`src/rtl/ysyx_25020037_lsu_if.sv`:
```
// ysyx_25020037_lsu_if
// Single-beat memory bus between the LSU and the data memory.
//   master (LSU side): drives mem_req_valid/wen/addr/wdata/wstrb,
//                      samples mem_req_ready and mem_resp_valid/rdata/err.
//   slave  (memory side): the mirror image.
interface ysyx_25020037_lsu_if;
    logic        mem_req_valid;
    logic        mem_req_ready;
    logic        mem_req_wen;
    logic [31:0] mem_req_addr;
    logic [31:0] mem_req_wdata;
    logic [3:0]  mem_req_wstrb;
    logic        mem_resp_valid;
    logic [31:0] mem_resp_rdata;
    logic        mem_resp_err;

    modport master (
        output mem_req_valid, mem_req_wen, mem_req_addr, mem_req_wdata, mem_req_wstrb,
        input  mem_req_ready, mem_resp_valid, mem_resp_rdata, mem_resp_err
    );

    modport slave (
        input  mem_req_valid, mem_req_wen, mem_req_addr, mem_req_wdata, mem_req_wstrb,
        output mem_req_ready, mem_resp_valid, mem_resp_rdata, mem_resp_err
    );
endinterface

```
`src/rtl/ysyx_25020037_lsu.sv`:
```
// ysyx_25020037_lsu
// Load/store unit between EXU and WBU of the RV32E pipeline.
//   clk, rst           : clock, synchronous active-high reset
//   exu_valid/lsu_ready: EXU -> LSU record handshake (pc, rd, gpr_we, is_read,
//                        is_write, lw_lh_lb, sw_sh_sb, ld_unsigned, addr, wdata)
//   mem                : single-beat memory bus (master modport)
//   lsu_valid/wbu_ready: LSU -> WBU record handshake (lu_pc, lu_rd, lu_gpr_we,
//                        lu_wdata, lu_err)
//   rdata_processed    : last completed load value, for the EXU bypass network
// Optional: define YSYX_25020037_LSU_MISALIGN_CHECK_EN to fault misaligned
// half/word accesses locally instead of sending them to memory.
module ysyx_25020037_lsu (
    input  logic                       clk,
    input  logic                       rst,
    input  logic                       exu_valid,
    output logic                       lsu_ready,
    input  logic [31:0]                pc,
    input  logic [3:0]                 rd,
    input  logic                       gpr_we,
    input  logic                       is_read,
    input  logic                       is_write,
    input  logic [1:0]                 lw_lh_lb,
    input  logic [1:0]                 sw_sh_sb,
    input  logic                       ld_unsigned,
    input  logic [31:0]                addr,
    input  logic [31:0]                wdata,
    output logic [31:0]                rdata_processed,
    ysyx_25020037_lsu_if.master        mem,
    output logic                       lsu_valid,
    input  logic                       wbu_ready,
    output logic [31:0]                lu_pc,
    output logic [3:0]                 lu_rd,
    output logic                       lu_gpr_we,
    output logic [31:0]                lu_wdata,
    output logic                       lu_err
);
    typedef enum logic [1:0] {IDLE, REQ, WAIT} state_e;

    // Only what the response edge still needs; store data is formatted at accept.
    typedef struct packed {
        logic [31:0] pc;
        logic [3:0]  rd;
        logic        gpr_we;
        logic        is_read;
        logic [1:0]  size;
        logic        uns;
        logic [1:0]  off;
    } rec_t;

    state_e      state_q, state_d;
    rec_t        rec_q, rec_d;
    logic        req_valid_q, req_valid_d, req_wen_q, req_wen_d;
    logic [31:0] req_addr_q, req_addr_d, req_wdata_q, req_wdata_d;
    logic [3:0]  req_wstrb_q, req_wstrb_d;
    logic        lsu_valid_q, lsu_valid_d, lu_gpr_we_q, lu_gpr_we_d, lu_err_q, lu_err_d;
    logic [31:0] lu_pc_q, lu_pc_d, lu_wdata_q, lu_wdata_d, rdata_q, rdata_d;
    logic [3:0]  lu_rd_q, lu_rd_d;

    logic        accept, is_mem, misalign;
    logic [1:0]  off;
    logic [31:0] st_wdata, shifted, ld_val;
    logic [3:0]  st_wstrb;

    assign lsu_ready = (state_q == IDLE) & (~lsu_valid_q | wbu_ready);
    assign accept    = exu_valid & lsu_ready;
    assign is_mem    = is_read | is_write;
    assign off       = addr[1:0];

`ifdef YSYX_25020037_LSU_MISALIGN_CHECK_EN
    logic [1:0] acc_size;
    assign acc_size = is_read ? lw_lh_lb : sw_sh_sb;
    // Reserved size 11 is a word access, hence the acc_size[1] test.
    assign misalign = ((acc_size == 2'b01) & off[0]) | (acc_size[1] & (off != 2'b00));
`else
    assign misalign = 1'b0;
`endif

    // Lane replication lets memory pick the bytes by strobe alone.
    // Shifted strobes fall off the top for misaligned accesses.
    always_comb begin
        case (sw_sh_sb)
            2'b00: begin
                st_wdata = {4{wdata[7:0]}};
                st_wstrb = 4'b0001 << off;
            end
            2'b01: begin
                st_wdata = {2{wdata[15:0]}};
                st_wstrb = 4'b0011 << off;
            end
            default: begin
                st_wdata = wdata;
                st_wstrb = 4'b1111;
            end
        endcase
    end

    // Memory returns the aligned word; move the addressed byte to lane 0.
    assign shifted = mem.mem_resp_rdata >> {rec_q.off, 3'b000};

    always_comb begin
        case (rec_q.size)
            2'b00:   ld_val = {{24{shifted[7]  & ~rec_q.uns}}, shifted[7:0]};
            2'b01:   ld_val = {{16{shifted[15] & ~rec_q.uns}}, shifted[15:0]};
            default: ld_val = shifted;
        endcase
    end

    always_comb begin
        state_d     = state_q;
        rec_d       = rec_q;
        req_valid_d = req_valid_q;
        req_wen_d   = req_wen_q;
        req_addr_d  = req_addr_q;
        req_wdata_d = req_wdata_q;
        req_wstrb_d = req_wstrb_q;
        lsu_valid_d = lsu_valid_q;
        lu_pc_d     = lu_pc_q;
        lu_rd_d     = lu_rd_q;
        lu_gpr_we_d = lu_gpr_we_q;
        lu_wdata_d  = lu_wdata_q;
        lu_err_d    = lu_err_q;
        rdata_d     = rdata_q;

        // WBU handshake empties the slot; a same-edge reload below overrides this.
        if (lsu_valid_q & wbu_ready) lsu_valid_d = 1'b0;

        case (state_q)
            IDLE: if (accept) begin
                rec_d.pc      = pc;
                rec_d.rd      = rd;
                rec_d.gpr_we  = gpr_we;
                rec_d.is_read = is_read;
                rec_d.size    = lw_lh_lb;
                rec_d.uns     = ld_unsigned;
                rec_d.off     = off;
                if (!is_mem || misalign) begin
                    lsu_valid_d = 1'b1;
                    lu_pc_d     = pc;
                    lu_rd_d     = rd;
                    lu_gpr_we_d = is_mem ? 1'b0 : gpr_we;
                    lu_wdata_d  = is_mem ? 32'h0 : addr;
                    lu_err_d    = is_mem;
                end else begin
                    state_d     = REQ;
                    req_valid_d = 1'b1;
                    req_wen_d   = is_write;
                    req_addr_d  = addr;
                    req_wdata_d = st_wdata;
                    req_wstrb_d = is_write ? st_wstrb : 4'b0000;
                end
            end
            REQ: if (mem.mem_req_ready) begin
                state_d     = WAIT;
                req_valid_d = 1'b0;
            end
            WAIT: if (mem.mem_resp_valid) begin
                // The output slot was emptied at accept, so it is free here.
                state_d     = IDLE;
                lsu_valid_d = 1'b1;
                lu_pc_d     = rec_q.pc;
                lu_rd_d     = rec_q.rd;
                if (mem.mem_resp_err) begin
                    lu_gpr_we_d = 1'b0;
                    lu_wdata_d  = 32'h0;
                    lu_err_d    = 1'b1;
                end else begin
                    lu_gpr_we_d = rec_q.gpr_we;
                    lu_err_d    = 1'b0;
                    lu_wdata_d  = rec_q.is_read ? ld_val : 32'h0;
                    if (rec_q.is_read) rdata_d = ld_val;
                end
            end
            default: state_d = IDLE;
        endcase
    end

    always_ff @(posedge clk) begin
        if (rst) begin
            state_q     <= IDLE;
            rec_q       <= '0;
            req_valid_q <= 1'b0;
            req_wen_q   <= 1'b0;
            req_addr_q  <= 32'h0;
            req_wdata_q <= 32'h0;
            req_wstrb_q <= 4'h0;
            lsu_valid_q <= 1'b0;
            lu_pc_q     <= 32'h0;
            lu_rd_q     <= 4'h0;
            lu_gpr_we_q <= 1'b0;
            lu_wdata_q  <= 32'h0;
            lu_err_q    <= 1'b0;
            rdata_q     <= 32'h0;
        end else begin
            state_q     <= state_d;
            rec_q       <= rec_d;
            req_valid_q <= req_valid_d;
            req_wen_q   <= req_wen_d;
            req_addr_q  <= req_addr_d;
            req_wdata_q <= req_wdata_d;
            req_wstrb_q <= req_wstrb_d;
            lsu_valid_q <= lsu_valid_d;
            lu_pc_q     <= lu_pc_d;
            lu_rd_q     <= lu_rd_d;
            lu_gpr_we_q <= lu_gpr_we_d;
            lu_wdata_q  <= lu_wdata_d;
            lu_err_q    <= lu_err_d;
            rdata_q     <= rdata_d;
        end
    end

    assign mem.mem_req_valid = req_valid_q;
    assign mem.mem_req_wen   = req_wen_q;
    assign mem.mem_req_addr  = req_addr_q;
    assign mem.mem_req_wdata = req_wdata_q;
    assign mem.mem_req_wstrb = req_wstrb_q;
    assign lsu_valid         = lsu_valid_q;
    assign lu_pc             = lu_pc_q;
    assign lu_rd             = lu_rd_q;
    assign lu_gpr_we         = lu_gpr_we_q;
    assign lu_wdata          = lu_wdata_q;
    assign lu_err            = lu_err_q;
    assign rdata_processed   = rdata_q;
endmodule

```
`src/flat_wrapper.sv`:
```
// flat-port wrapper written by rule: the top's interface ports become plain ports
module ysyx_25020037_lsu_flat 
  (clk, rst, exu_valid, lsu_ready, pc, rd, gpr_we, is_read, is_write, lw_lh_lb, sw_sh_sb, ld_unsigned, addr, wdata, rdata_processed, lsu_valid, wbu_ready, lu_pc, lu_rd, lu_gpr_we, lu_wdata, lu_err, mem_mem_req_valid, mem_mem_req_wen, mem_mem_req_addr, mem_mem_req_wdata, mem_mem_req_wstrb, mem_mem_req_ready, mem_mem_resp_valid, mem_mem_resp_rdata, mem_mem_resp_err);
  ysyx_25020037_lsu_if mem_i ();
  input  logic clk;
  input  logic rst;
  input  logic exu_valid;
  output logic lsu_ready;
  input  logic [31:0] pc;
  input  logic [3:0] rd;
  input  logic gpr_we;
  input  logic is_read;
  input  logic is_write;
  input  logic [1:0] lw_lh_lb;
  input  logic [1:0] sw_sh_sb;
  input  logic ld_unsigned;
  input  logic [31:0] addr;
  input  logic [31:0] wdata;
  output logic [31:0] rdata_processed;
  output logic lsu_valid;
  input  logic wbu_ready;
  output logic [31:0] lu_pc;
  output logic [3:0] lu_rd;
  output logic lu_gpr_we;
  output logic [31:0] lu_wdata;
  output logic lu_err;
  output wire logic [$bits(mem_i.mem_req_valid)-1:0] mem_mem_req_valid;
  output wire logic [$bits(mem_i.mem_req_wen)-1:0] mem_mem_req_wen;
  output wire logic [$bits(mem_i.mem_req_addr)-1:0] mem_mem_req_addr;
  output wire logic [$bits(mem_i.mem_req_wdata)-1:0] mem_mem_req_wdata;
  output wire logic [$bits(mem_i.mem_req_wstrb)-1:0] mem_mem_req_wstrb;
  input wire logic [$bits(mem_i.mem_req_ready)-1:0] mem_mem_req_ready;
  input wire logic [$bits(mem_i.mem_resp_valid)-1:0] mem_mem_resp_valid;
  input wire logic [$bits(mem_i.mem_resp_rdata)-1:0] mem_mem_resp_rdata;
  input wire logic [$bits(mem_i.mem_resp_err)-1:0] mem_mem_resp_err;
  assign mem_mem_req_valid = mem_i.mem_req_valid;
  assign mem_mem_req_wen = mem_i.mem_req_wen;
  assign mem_mem_req_addr = mem_i.mem_req_addr;
  assign mem_mem_req_wdata = mem_i.mem_req_wdata;
  assign mem_mem_req_wstrb = mem_i.mem_req_wstrb;
  assign mem_i.mem_req_ready = mem_mem_req_ready;
  assign mem_i.mem_resp_valid = mem_mem_resp_valid;
  assign mem_i.mem_resp_rdata = mem_mem_resp_rdata;
  assign mem_i.mem_resp_err = mem_mem_resp_err;
  ysyx_25020037_lsu u_core (.clk(clk), .rst(rst), .exu_valid(exu_valid), .lsu_ready(lsu_ready), .pc(pc), .rd(rd), .gpr_we(gpr_we), .is_read(is_read), .is_write(is_write), .lw_lh_lb(lw_lh_lb), .sw_sh_sb(sw_sh_sb), .ld_unsigned(ld_unsigned), .addr(addr), .wdata(wdata), .rdata_processed(rdata_processed), .mem(mem_i), .lsu_valid(lsu_valid), .wbu_ready(wbu_ready), .lu_pc(lu_pc), .lu_rd(lu_rd), .lu_gpr_we(lu_gpr_we), .lu_wdata(lu_wdata), .lu_err(lu_err));
endmodule
```
`config.mk`:
```
export PLATFORM = sky130hd
export DESIGN_NAME = ysyx_25020037_lsu_flat
export DESIGN_NICKNAME = d
export VERILOG_FILES = /design/src/rtl/ysyx_25020037_lsu_if.sv /design/src/rtl/ysyx_25020037_lsu.sv /design/src/flat_wrapper.sv
export SDC_FILE = /design/constraint.sdc
export NUM_CORES = 1
export LEC_CHECK = 0
export ABC_AREA = 0
export BUFFER_PORTS_ARGS = -buffer_cell sky130_fd_sc_hd__buf_2
export CORE_ASPECT_RATIO = 1.25
export CORE_MARGIN = 3
export CORE_UTILIZATION = 55
export CTS_CLUSTER_DIAMETER = 40
export DETAILED_ROUTE_END_ITERATION = 10
export PLACE_DENSITY_LB_ADDON = 0.1
export SLEW_MARGIN = 40
export SYNTH_ARGS = -nofsm -noshare
export SYNTH_HDL_FRONTEND = slang
export SYNTH_SLANG_ARGS = --single-unit
```
`constraint.sdc`:
```
create_clock -name clk -period 3.3 [get_ports clk]
set_input_delay 0.33 -clock clk [delete_from_list [all_inputs] [get_ports clk]]
set_output_delay 0.33 -clock clk [all_outputs]
set_load 0.01 [all_outputs]
```
==> out/summary.md <==
Of the synthesized area, sequential elements account for 45.28%. The aggregate global-route resource usage was 28.89%; the number of buffers inserted by port buffering was 320. In the final layout, the share of cells above drive strength 1 is 32.00%. Summed over all layers, the global routing overflow is 0. Summed over all failing endpoints, the final setup total negative slack is 0 ps. Counting tap cells, the placed design contains a total of 1,569 instances. The library cell used as clock root buffer is clkbuf_16.

Clock-pin slew on the worst setup and hold paths: 60 ps. The worst register-to-register path ends at u_core.mem.mem_req_wdata[17]$_SDFFE_PP0P_. The worst setup path is captured at a register. After clock tree synthesis, the flow added hold-fix buffers numbering 0. CTS saw 218 sinks.

For the pin with the worst max-slew slack, the measured transition is 804.0 ps. Final number of setup-violating endpoints: 0. The largest individual stage delay along the critical path comes from the cell and4_2. The worst hold path passes through 3 cells.

The detailed router used layers up to and including met4. The library cells used most frequently in the layout, excluding fill and tap cells, are buf_2 (319), nand2_1 (235), dfxtp_1 (217). The mean number of vias per cell works out to 5.617. Measured along the y axis, the die boundary spans 154.0 microns. The critical path is of the reg2reg type. The die covers 0.01916 sq mm. The logs give 0 for the number of nets with antenna violations after detailed routing and 40.0% for the relative contribution of sequential cells to total power.

The run gives 72.45% as the end-of-flow core utilization. The largest stage delay on the critical path came out at 700 ps. The initial antenna violation count is 3. The run gives 28 as the number of buffers added by the clock tree synthesis step.

The non-filler instance count after layout is 1,623, and the maximum buffer depth of the clock tree is 3. The net count of the mapped netlist was 1,259; the maximum resistive drop on vdd was 0.0004830 V. The logs give 46 for the number of distinct library cell variants in the gate-level netlist after synthesis and 14.3% for the combinational power share. The area taken by flip-flops and latches is 0.004365 sq mm.

Relative to the synthesized area, the layout overhead comes to 27.60%. The tools report the wire length of the first global-routing pass as 46.08 mm. Across the routed clock network, the largest skew measured is 7.169 ps. The highest achievable clock rate was 429.8 MHz.

The analysis attributes to cell leakage a power of 5.614 nW. Clock latency on the worst-skew pair: 530 ps. The critical register-to-register path startpoint is u_core.lsu_valid$_SDFF_PP0_. In the detailed route, the total length drawn on met2 is 14.21 mm. Horizontal extent of the die: 124.4 microns. The run gives 2.053 mm as the routed wire length on met3. The clock network fraction of total power was 45.6%. The run gives 11.82 mm as the met1 layer wirelength in the final routing.

The Yosys step of the flow raised 0 warnings. Headroom to the max-slew limit came out at 46.40%. The number of placed I/O pins is 321, and the routed wire length is 29.29 mm. The number of cell instances on the worst register-to-register path is 5, and the number of cells produced by synthesis is 1,112. After the first detailed-routing iteration, the DRC count stood at 563.

Routability-driven placement finished with a final weighted congestion of 0.9268. The signal arrival time at the worst endpoint came out at 2750 ps. The required time of the critical path is 3720 ps, and the final cycle utilization of the critical path is 70.50%.

The first detailed-routing pass ran for 6 iterations. The number of global-route vias before repair is 8,935, and the post-cts sizing count is 0. In this run the power density over the cells is 584.3 mW/mm^2. In this run the most critical hold path is launched from lw_lh_lb[1].

Internal power comes to 0.005253 W. Of the total power, the share spent switching nets is 26.90%. Max-cap violations in this run came to 0.

Highest net fanout along the worst path: 63. Number of levels the H-tree was split into: 1. Row generation in the floorplan step produced 53 rows. The worst setup path is launched from a register. The final route contains 9,116 vias. The hold path endpoint was u_core.rec_q[4]$_SDFFE_PP0P_.

The multi-input combinational cells in the finished layout cover a total of 0.004786 sq mm. The analysis attributes to net switching a power of 0.001933 W. The run gives 0.01698 sq mm as the floorplan core area. Once the floorplan was initialized, standard cells occupied 56.78% of the core. The flow ran to the end, and the final reports show no timing, DRC or antenna violations.

Walking the worst path, the cells encountered are nand2b_1 -> and4_2 -> buf_12 -> nor2_1 -> a211oi_1. In the final design database the tool counted 1,526 nets. Setup repair after global routing left no endpoint under its margin. For the final max-slew violation count, the log shows 0. The commonest non-fill, non-tap cell in the layout was buf_2. For the minimum setup slack among reg-to-reg paths, the log shows 970 ps. TritonCTS built the clock tree.

The fill cell instance count of the final layout is 1,399, and the final hold violation count is 0. Dividing the detail-routed wire length by the instance count gives 18.04 microns. Each instance of the synthesized netlist takes up on average 8.668 sq um.

The combined area of all synthesized cells was 0.009639 sq mm. The synthesized design contains 218 register bits. Post-CTS timing repair inserted 0 buffers for setup.

The logs give 20.28 mm for the HPWL reported at the end of detailed placement and 0 for the DRC violation count after routing. The tools report the pin count of the biggest net entering global routing as 65. After layout, the minimum clock period comes to 2327 ps.

The type of the worst min-delay path is in2reg.
-- synth_stat cells (all sizes together) --
master	instances	share of area, %
nand2	235	9.2
dfxtp	218	45
a21oi	120	6.2
nor2	91	3.5
mux2i	72	7.5
clkbuf	63	2.5
a211oi	54	6.1
buf	39	2.5
nand3	34	1.8
o21ai	27	1.4
a311oi	26	2.4
inv	12	0.47
nand2b	12	0.78
o211ai	12	0.93
nor2b	11	0.71
a31oi	9	0.74
nand3b	9	0.70
a21bo	8	0.83
a221oi	8	0.73
mux4	8	1.9
o221ai	8	0.73
a41oi	7	0.64
mux2	7	0.82
nor3	3	0.16
a21o	2	0.16
a32oi	2	0.18
and3	2	0.13
or2	2	0.13
a21boi	1	0.078
a31o	1	0.091
and2	1	0.065
and3b	1	0.091
and4	1	0.091
and4bb	1	0.13
nand4	1	0.065
nand4bb	1	0.12
nor3b	1	0.078
nor4	1	0.22
o21a	1	0.078
-- kinds of logic (layout without fill, tap and decap cells) --
| kind of cell | after synthesis | in the layout | share of synthesized area (%) |
|---|---|---|---|
| other cells | 0 | 3 | 0 |
| mux | 87 | 87 | 10.16 |
| flops | 218 | 218 | 45.28 |
| buf+inv | 114 | 402 | 5.387 |
| simple gates | 407 | 407 | 17.93 |
| compound gates | 286 | 286 | 21.25 |
-- per-layer routing --
layer  up-vias  GRT usage (%)
met5         -              0
met4         0          13.26
met3        78          7.054
met2       323          47.73
met1      4274          35.71
li1       4441              -
-- critical path, delay by kind of cell, from the launching register on --
family / cells / cell delay [ps]
and+or+nand+nor: 3 / 1290
DFF: 1 / 320
buffers and inverters: 1 / 320
AOI/OAI and AO/OA: 1 / 270
-- flip-flops by register name (all words and copies together), names as in the netlist --
name and cells:
u_core.rec_q 43, u_core.lu_pc 32, u_core.lu_wdata 32, u_core.mem.mem_req_addr 32
u_core.mem.mem_req_wdata 32, u_core.rdata_processed 32, u_core.lu_rd 4, u_core.mem.mem_req_wstrb 4
u_core.state_q 2, u_core.lsu_valid 1, u_core.lu_err 1, u_core.lu_gpr_we 1
u_core.mem.mem_req_valid 1, u_core.mem.mem_req_wen 1
-- layout make-up --
class,count,share of cell area [%]
Multi-Input combinational cell,780,38.91
Antenna cell,3,0.06104
Tap cell,220,2.238
Clock inverter,18,2.106
Timing Repair Buffer,339,14.64
Clock buffer,33,6.185
Inverter,12,0.3662
Sequential cell,218,35.49
-- how the worst max path moves through the flow --
stage / slack, ps / startpoint / to
floorplan: 1620 / u_core.rec_q[1]$_SDFFE_PP0P_ / u_core.rdata_processed[15]$_SDFFE_PP0P_
global placement: 930 / u_core.state_q[1]$_SDFFE_PP0P_ / u_core.lu_wdata[28]$_SDFFE_PP0P_
detailed placement: 810 / u_core.state_q[1]$_SDFFE_PP0P_ / u_core.lu_wdata[28]$_SDFFE_PP0P_
CTS: 790 / u_core.state_q[1]$_SDFFE_PP0P_ / u_core.lu_wdata[28]$_SDFFE_PP0P_
global route: 810 / u_core.lsu_valid$_SDFF_PP0_ / u_core.mem.mem_req_wdata[13]$_SDFFE_PP0P_
finish: 970 / u_core.lsu_valid$_SDFF_PP0_ / u_core.mem.mem_req_wdata[17]$_SDFFE_PP0P_
-- stage by stage --
step	power, W	setup WS, ps	hold slack (ps)	cell area [sq um]
final	0.007186	973.3	39.52	12300
after floorplan	0.003562	1616	431.5	9639
after detailed placement	0.003955	813.0	438.8	11260
after global routing	0.007454	807.7	39.48	12300
after CTS	0.007227	788.9	26.62	12280
after global placement	0.003933	932.5	435.9	11260
-- power groups by stage --
stage               Sequential, W  Combinational [W]  Clock, W
floorplan                 0.00298           0.000585         0
global placement          0.00293            0.00101         0
detailed placement        0.00293            0.00102         0
CTS                       0.00288            0.00103   0.00332
global route              0.00289            0.00113   0.00343
finish                    0.00288            0.00103   0.00328
No activity file was read; power rests on OpenSTA's default activity.
